## src/rtl/mic_channel_accumulator.sv

```systemverilog
// rtl/mic_channel_accumulator.sv - serial per-frame sum of NUM_CH signed mic samples with saturation
module mic_channel_accumulator #(
    parameter int NUM_CH = 8,
    parameter int IN_W   = 16,
    parameter int ACC_W  = 19
) (
    input  logic             clk,
    input  logic             rst_n,
    input  logic             clear,
    input  logic             in_valid,
    output logic             in_ready,
    input  logic [IN_W-1:0]  in_data,
    output logic             out_valid,
    input  logic             out_ready,
    output logic [ACC_W-1:0] out_data,
    output logic             out_ovf
);
    localparam int CW = (NUM_CH > 2) ? $clog2(NUM_CH) : 1;
    localparam logic [CW-1:0] LAST_CH = CW'(NUM_CH - 1);
    localparam logic [ACC_W-1:0] SAT_POS = {1'b0, {(ACC_W-1){1'b1}}};
    localparam logic [ACC_W-1:0] SAT_NEG = {1'b1, {(ACC_W-1){1'b0}}};

    logic [CW-1:0]    ch_cnt;
    logic [ACC_W-1:0] acc;
    logic             ovf_acc;

    logic             last_beat;
    logic             accept;
    logic [ACC_W-1:0] sext_in;
    logic [ACC_W:0]   sum;
    logic             beat_ovf;
    logic [ACC_W-1:0] sat_sum;

    assign last_beat = (ch_cnt == LAST_CH);
    // Only the frame-completing beat waits on a full output register.
    assign in_ready  = !clear && !(last_beat && out_valid && !out_ready);
    assign accept    = in_valid && in_ready;

    assign sext_in  = {{(ACC_W-IN_W){in_data[IN_W-1]}}, in_data};
    assign sum      = {acc[ACC_W-1], acc} + {sext_in[ACC_W-1], sext_in};
    // Sign bits of the one-bit-wider sum disagree exactly when ACC_W overflowed.
    assign beat_ovf = (sum[ACC_W] != sum[ACC_W-1]);

    always_comb begin
        sat_sum = sum[ACC_W-1:0];
        if (beat_ovf) begin
            sat_sum = sum[ACC_W] ? SAT_NEG : SAT_POS;
        end
    end

    always_ff @(posedge clk or negedge rst_n) begin
        if (!rst_n) begin
            ch_cnt  <= '0;
            acc     <= '0;
            ovf_acc <= 1'b0;
        end else if (clear) begin
            ch_cnt  <= '0;
            acc     <= '0;
            ovf_acc <= 1'b0;
        end else if (accept) begin
            if (ch_cnt == '0) begin
                acc     <= sext_in;
                ovf_acc <= 1'b0;
                ch_cnt  <= ch_cnt + 1'b1;
            end else begin
                acc     <= sat_sum;
                ovf_acc <= ovf_acc | beat_ovf;
                ch_cnt  <= last_beat ? '0 : ch_cnt + 1'b1;
            end
        end
    end

    always_ff @(posedge clk or negedge rst_n) begin
        if (!rst_n) begin
            out_valid <= 1'b0;
            out_data  <= '0;
            out_ovf   <= 1'b0;
        end else if (accept && last_beat) begin
            out_valid <= 1'b1;
            out_data  <= sat_sum;
            out_ovf   <= ovf_acc | beat_ovf;
        end else if (out_valid && out_ready) begin
            out_valid <= 1'b0;
        end
    end
endmodule
```

## config.mk

```make
export PLATFORM = sky130hd
export DESIGN_NAME = mic_channel_accumulator
export DESIGN_NICKNAME = d
export VERILOG_FILES = /design/src/rtl/mic_channel_accumulator.sv
export SDC_FILE = /design/constraint.sdc
export NUM_CORES = 1
export LEC_CHECK = 0
export CORE_MARGIN = 2
export CORE_UTILIZATION = 60
export CTS_CLUSTER_DIAMETER = 150
export DETAILED_ROUTE_END_ITERATION = 10
export GPL_TIMING_DRIVEN = 0
export PLACE_DENSITY_LB_ADDON = 0.08
export SYNTH_ARGS = -nofsm -noshare
export SYNTH_HDL_FRONTEND = slang
export SYNTH_SLANG_ARGS = --single-unit
export TNS_END_PERCENT = 100
```

## constraint.sdc

```tcl
create_clock -name clk -period 6.6 [get_ports clk]
set_input_delay 1.32 -clock clk [delete_from_list [all_inputs] [get_ports clk]]
set_output_delay 1.32 -clock clk [all_outputs]
set_load 0.03 [all_outputs]
```

==> results of run 1 <==
## logic make-up after synthesis
| logic type | Yosys count |
|---|---|
| compound gates | 122 |
| flops | 44 |
| simple gates | 106 |
| xor+xnor | 13 |
| fa+ha+maj | 23 |
| buf+inv | 27 |
| mux | 6 |
## power by group through the flow
stage | sequential (W) | clock, W | combinational, W
6_report | 0.000308 | 0.000166 | 0.000399
5_1_grt | 0.000311 | 0.000179 | 0.000440
4_1_cts | 0.000308 | 0.000169 | 0.000395
3_5_place_dp | 0.000313 | 0 | 0.000392
3_3_place_gp | 0.000312 | 0 | 0.000382
2_1_floorplan | 0.000315 | 0 | 0.000282
## per-layer routing
layer | global-route usage (%) | vias to the layer above
met1 | 38.3 | 1382
met2 | 52.4 | 88
li1 | - | 1366
met5 | 0 | -
met3 | 3.97 | 17
met4 | 13.5 | 0
## metrics by stage
step	power, W	setup slack [ps]
after global placement	0.000694	1820
after CTS	0.000872	2100
after global routing	0.000929	1900
after floorplan	0.000597	2740
after detailed placement	0.000705	1790
final	0.000873	2030
## worst max path at each step
stage                                     endpoint        from  depth (start not counted)
after floorplan           out_data[11]$_DFFE_PN0P_  in_data[0]                         12
after global placement     out_data[3]$_DFFE_PN0P_  in_data[0]                         13
after detailed placement   out_data[3]$_DFFE_PN0P_  in_data[0]                         13
after CTS                  out_data[3]$_DFFE_PN0P_  in_data[0]                         13
after global routing       out_data[3]$_DFFE_PN0P_  in_data[0]                         13
final                      out_data[3]$_DFFE_PN0P_  in_data[0]                         13
## registers in the layout, summed over array words and instances (netlist names)
register / count
acc: 19
ch_cnt: 3
out_data: 19
out_ovf: 1
out_valid: 1
ovf_acc: 1
## area by class of cell
cell class,count,share of cell area (%)
repair buffers,43,11.9
multi-input cells,270,50.6
clock inverters,2,0.341
clock buffers,5,1.88
well taps,70,2.39
plain buffers,18,2.05
inverters,9,0.921
flip-flops and latches,44,30.0
## cell usage in the layout (no fill, tap or decap), types with 9 or more instances in the layout
| cell | Yosys | routed |
|---|---|---|
| o21ai_0 | 23 | 23 |
| ha_1 | 22 | 22 |
| nor3b_1 | 12 | 12 |
| o211a_1 | 10 | 10 |
| a21oi_1 | 14 | 14 |
| inv_1 | 9 | 9 |
| nor2_1 | 20 | 20 |
| dfrtp_1 | 44 | 44 |
| clkdlybuf4s50_1 | 0 | 41 |
| o21ai_1 | 18 | 18 |
| nand2_1 | 29 | 29 |
| a31oi_1 | 17 | 17 |
| clkbuf_1 | 14 | 14 |
## worst max-delay path, stage by stage
cell and delay [ps]:
clkdlybuf4s50_1 430, ha_1 220, inv_1 70, fa_1 240
nor2b_1 80, o2111ai_1 260, a21oi_2 130, or4_4 580
a41oi_4 260, mux2i_1 550, buf_4 280, o211a_1 220
o21ai_1 80
==> run metrics, run 1 <==
final worst path period share 69.2%; Ys Warns 0; Syn Inst Count 341; endpoints failing setup 0; area grow syn2layout 19.7%; CTS tree done; pin count of the biggest net entering global routing 28; post-synthesis adder-cell area fraction 9.63%; Root Driver clkbuf_8; Power Internal 0.000532 W; hold path startpoint out_data[15]$_DFFE_PN0P_; Slew @ Worst Pin 835 ps; number of synthesized flops with an enable pin 0; wl on met1 3500 µm; starting density of the core 61.2%; Met3 Wirelength 320 µm; Synth Area in Simple Gates 18.1%; most numerous cell in the Yosys netlist dfrtp_1; minimum clock period 4570 ps; top cells by area, synth dfrtp_1 (36%), ha_1 (9.0%), o21ai_0 (3.8%); vias in the first global route 2691; I/O pin count 43; initial drt markers 205; Clock Sink Count 44; relative slew slack 44.1%; Overflow after GRT 0; Sw Ratio 39.0%; Resized cells post-CTS 0; via count 2853; insertion delay to the later sink of the worst-skew pair 300 ps; core area 5010 µm²; layout cells sized above 1 6.91%; Slew Viols, Final 0; detailed-placement wirelength estimate 6180 µm; mux contribution to synthesized area 2.16%; Register Area 1100 µm²; NetSw 0.000340 W; fraction of synthesis flops using an asynchronous set or reset pin 100%; post-synthesis compound-gate area fraction 26.9%; Worst setup SP type primary input; Gate power share 45.7%; Synth Net Count 385; Syn Std Cell Area 3070 µm²; Final Hold Vio Count 0; Die Ht 75.5 µm; pwr/cell area 238 nW/µm²; cts hold-fix bufs 0; Fin Setup TNS 0 ps; post-detailed-route count of antenna-violating nets 0; Finished Core Util 73.3%; Unique masters post-synth 48; worst r2r src acc[0]$_DFFE_PN0P_; r2r setup slk 3120 ps; Post CTS Setup Buffer Count 0; Max Fclk 219 MHz; Synth area leader dfrtp_1; reg2reg path depth 12; worst vdd ir 0.145 mV; met2 WL 4090 µm; Vias/cell 6.19; DRC 0; crit end category flip-flop; DR WL/cell 17.7 µm; status finished clean; Rows 26; drt first pass iters 7; RR Endpoint out_data[3]$_DFFE_PN0P_; most frequent cells after synthesis dfrtp_1 (44), nand2_1 (29), o21ai_0 (23); Max Cap Viol 0; GRT Util Overall 30.5%; first-pass GRT wire length 12900 µm; clk slew on worst S/H paths 80 ps; Post-layout nets 435; Placed Area 3590 µm²; CTS HTree Levels 2; Hold Path Cell Cnt 2; largest family of logic cells by synthesized area compound AO/OA/AOI/OAI gates; final std cells w/o fill 461; Syn Area/Cell 8.99 µm²; CTS buffer count 5; highest routed metal layer met4; fillers 421; hold endpoint out_data[15]$_DFFE_PN0P_; number of diodes 0; sequential share of the synthesized area 35.9%; worst hold margin 490 ps; CP arrival 4740 ps; clk_skew 1.98 ps; clk buf depth 2; GPL Wtd Cong 0.905; Crit path required time 6780 ps; Layout Cell Area excl Fill 3670 µm²; critical path type in2reg; Routed WL 8180 µm; IO buf count 42; multi-input logic area 1860 µm²; initial antenna violation count 0; Seq cells post-synth 44; sequential power share 35.2%; Die Outline Area 5700 µm²; Post-synth top flop dfrtp_1; post-synthesis xor/xnor area fraction 3.71%; placed insts 454; Clk pwr share 19.1%; leakage dissipation 1.70 nW; maximum fanout along the worst path 10; unrepaired setup endpoints after global routing false; die width 75.5 µm; Yosys top cell area share 35.9%; Hold Path Class reg2reg
(Power assumes the default switching activity.)
==> run 2: changes to the inputs <==
Settings changed: CORE_UTILIZATION 60 to 55.
Clock period 6.6 ns to 4.6 ns, I/O delays scaled along.
==> run 2 against run 1 <==
Non-clock buffer count unchanged. Largest cell class unchanged. Highest routed layer unchanged. Flip-flop and latch count unchanged. Clock power increased by 110%. Critical path depth unchanged.
==> run metrics, run 2 (synthesis gave the netlist of run 1 again) <==
pwr/cell area 364 nW/µm²; CP max stage cell or4_4; clk_skew 9.28 ps; cell breakdown of the critical path clkdlybuf4s50_1 -> ha_1 -> inv_1 -> fa_1 -> nor2b_1 -> o2111ai_1 -> a21oi_2 -> or4_4 -> a41oi_4 -> mux2i_1 -> buf_4 -> o211a_1 -> o21ai_1; unrepaired setup endpoints after global routing false; final std cells w/o fill 463; GRT Util Overall 28.3%; post-detailed-route count of antenna-violating nets 0; worst r2r src acc[0]$_DFFE_PN0P_; Worst setup SP type primary input; pin count of the biggest net entering global routing 27; GPL Wtd Cong 0.935; Routed WL 7870 µm; DRC 0; Vias/cell 6.10; fillers 457; Worst Setup SP in_data[0]; critical path type in2reg; initial drt markers 189; minimum clock period 4140 ps; area grow syn2layout 21.3%; cts hold-fix bufs 0; commonest non-fill, non-tap cell in the layout dfrtp_1; clk slew on worst S/H paths 90 ps; delay-heaviest family, CP compound AO/OA/AOI/OAI gates; hold path startpoint out_data[15]$_DFFE_PN0P_; placed insts 456; Rows 27; Slew Viols, Final 0; number of diodes 0; status finished clean; Max Fclk 242 MHz; Root Driver clkbuf_8; Hold Path Class reg2reg; starting density of the core 56.4%; Crit path required time 4780 ps; relative slew slack 45.4%; worst vdd ir 0.208 mV; Post-layout nets 435; clk buf depth 2; leakage dissipation 1.72 nW; CTS tree done; delay of the slowest critical-path stage 570 ps; worst path buffer plus inverter count 3; CTS buffer count 5; Final Hold Vio Count 0; drt first pass iters 5; die width 78.7 µm; initial antenna violation count 0; final worst path period share 90.0%; layout cells sized above 1 6.91%; CP arrival 4320 ps; Die Outline Area 6190 µm²; first-pass GRT wire length 13500 µm; I/O pin count 43; Slew @ Worst Pin 816 ps; DR WL/cell 17.0 µm; Post CTS Setup Buffer Count 0; detailed-placement wirelength estimate 6000 µm; Die Ht 78.7 µm; Fin Setup TNS 0 ps; CTS HTree Levels 2; IO buf count 42; Overflow after GRT 0; biggest regs acc (19), out_data (19), ch_cnt (3); Resized cells post-CTS 0; Max Cap Viol 0; crit end category flip-flop; vias in the first global route 2837; endpoints failing setup 0; core area 5440 µm²; insertion delay to the later sink of the worst-skew pair 300 ps; via count 2823; commonest non-fill, non-tap cells in the layout dfrtp_1 (44), clkdlybuf4s50_1 (41), nand2_1 (29); maximum fanout along the worst path 10; Clock Sink Count 44
run 2: tightest hold or removal path: cells and delay by family, from the launching register on:
kind             cells  cell delay (ps)
AND/OR/NAND/NOR      1               50
flip-flops           1              350
AO/OA/AOI/OAI        1               60
run 2: power breakdown:
| part | total, W | internal, W | switching (W) |
|---|---|---|---|
| Clock | 0.000348 | 0.000214 | 0.000134 |
| Combinational | 0.000565 | 0.000238 | 0.000327 |
| Sequential | 0.000442 | 0.000422 | 0.0000199 |
| Total | 0.00136 | 0.000874 | 0.000481 |
run 2: layout make-up:
cell class / instances / area (µm²) / area share (%)
flip-flops and latches: 44 / 1100 / 29.6
repair buffers: 43 / 435 / 11.7
clock buffers: 5 / 68.8 / 1.85
clock inverters: 2 / 60.1 / 1.61
multi-input cells: 270 / 1860 / 49.9
inverters: 9 / 33.8 / 0.908
plain buffers: 18 / 75.1 / 2.02
well taps: 72 / 90.1 / 2.42
run 2: final timing paths:
path,slack (ps),end,depth (start not counted)
min reg2reg,490,out_data[15]$_DFFE_PN0P_,2
max reg2reg,1160,out_data[3]$_DFFE_PN0P_,12
min in group asynchronous,560,acc[7]$_DFFE_PN0P_,1
min,490,out_data[15]$_DFFE_PN0P_,2
max,460,out_data[3]$_DFFE_PN0P_,13
max in group asynchronous,3550,acc[9]$_DFFE_PN0P_,2
run 2: layer usage:
layer	track usage (%)	up-vias	part of all wire, %
met4	13.3	0	3.8
met1	36.2	1361	45
met2	47.3	80	47
li1	-	1359	-
met5	0	-	0
met3	3.91	23	4.2
run 2: through the flow:
step                      instance area (µm²)  total power [W]  utilization [%]  hold slack [ps]  setup slack [ps]
final                                    3720          0.00136             68.4              491               462
after floorplan                          3070         0.000857                -              475              1140
after detailed placement                 3590          0.00101             66.0              475               161
after global placement                   3580         0.000995             65.7              467               186
after global routing                     3720          0.00145             68.4              532               279
after CTS                                3720          0.00136             68.4              494               481
==> run 3: changes to the inputs <==
Settings changed: HOLD_SLACK_MARGIN from default to 0.06.
==> results of run 3 <==
Same layout as run 2: the final DEF is identical, and so are final timing and power.
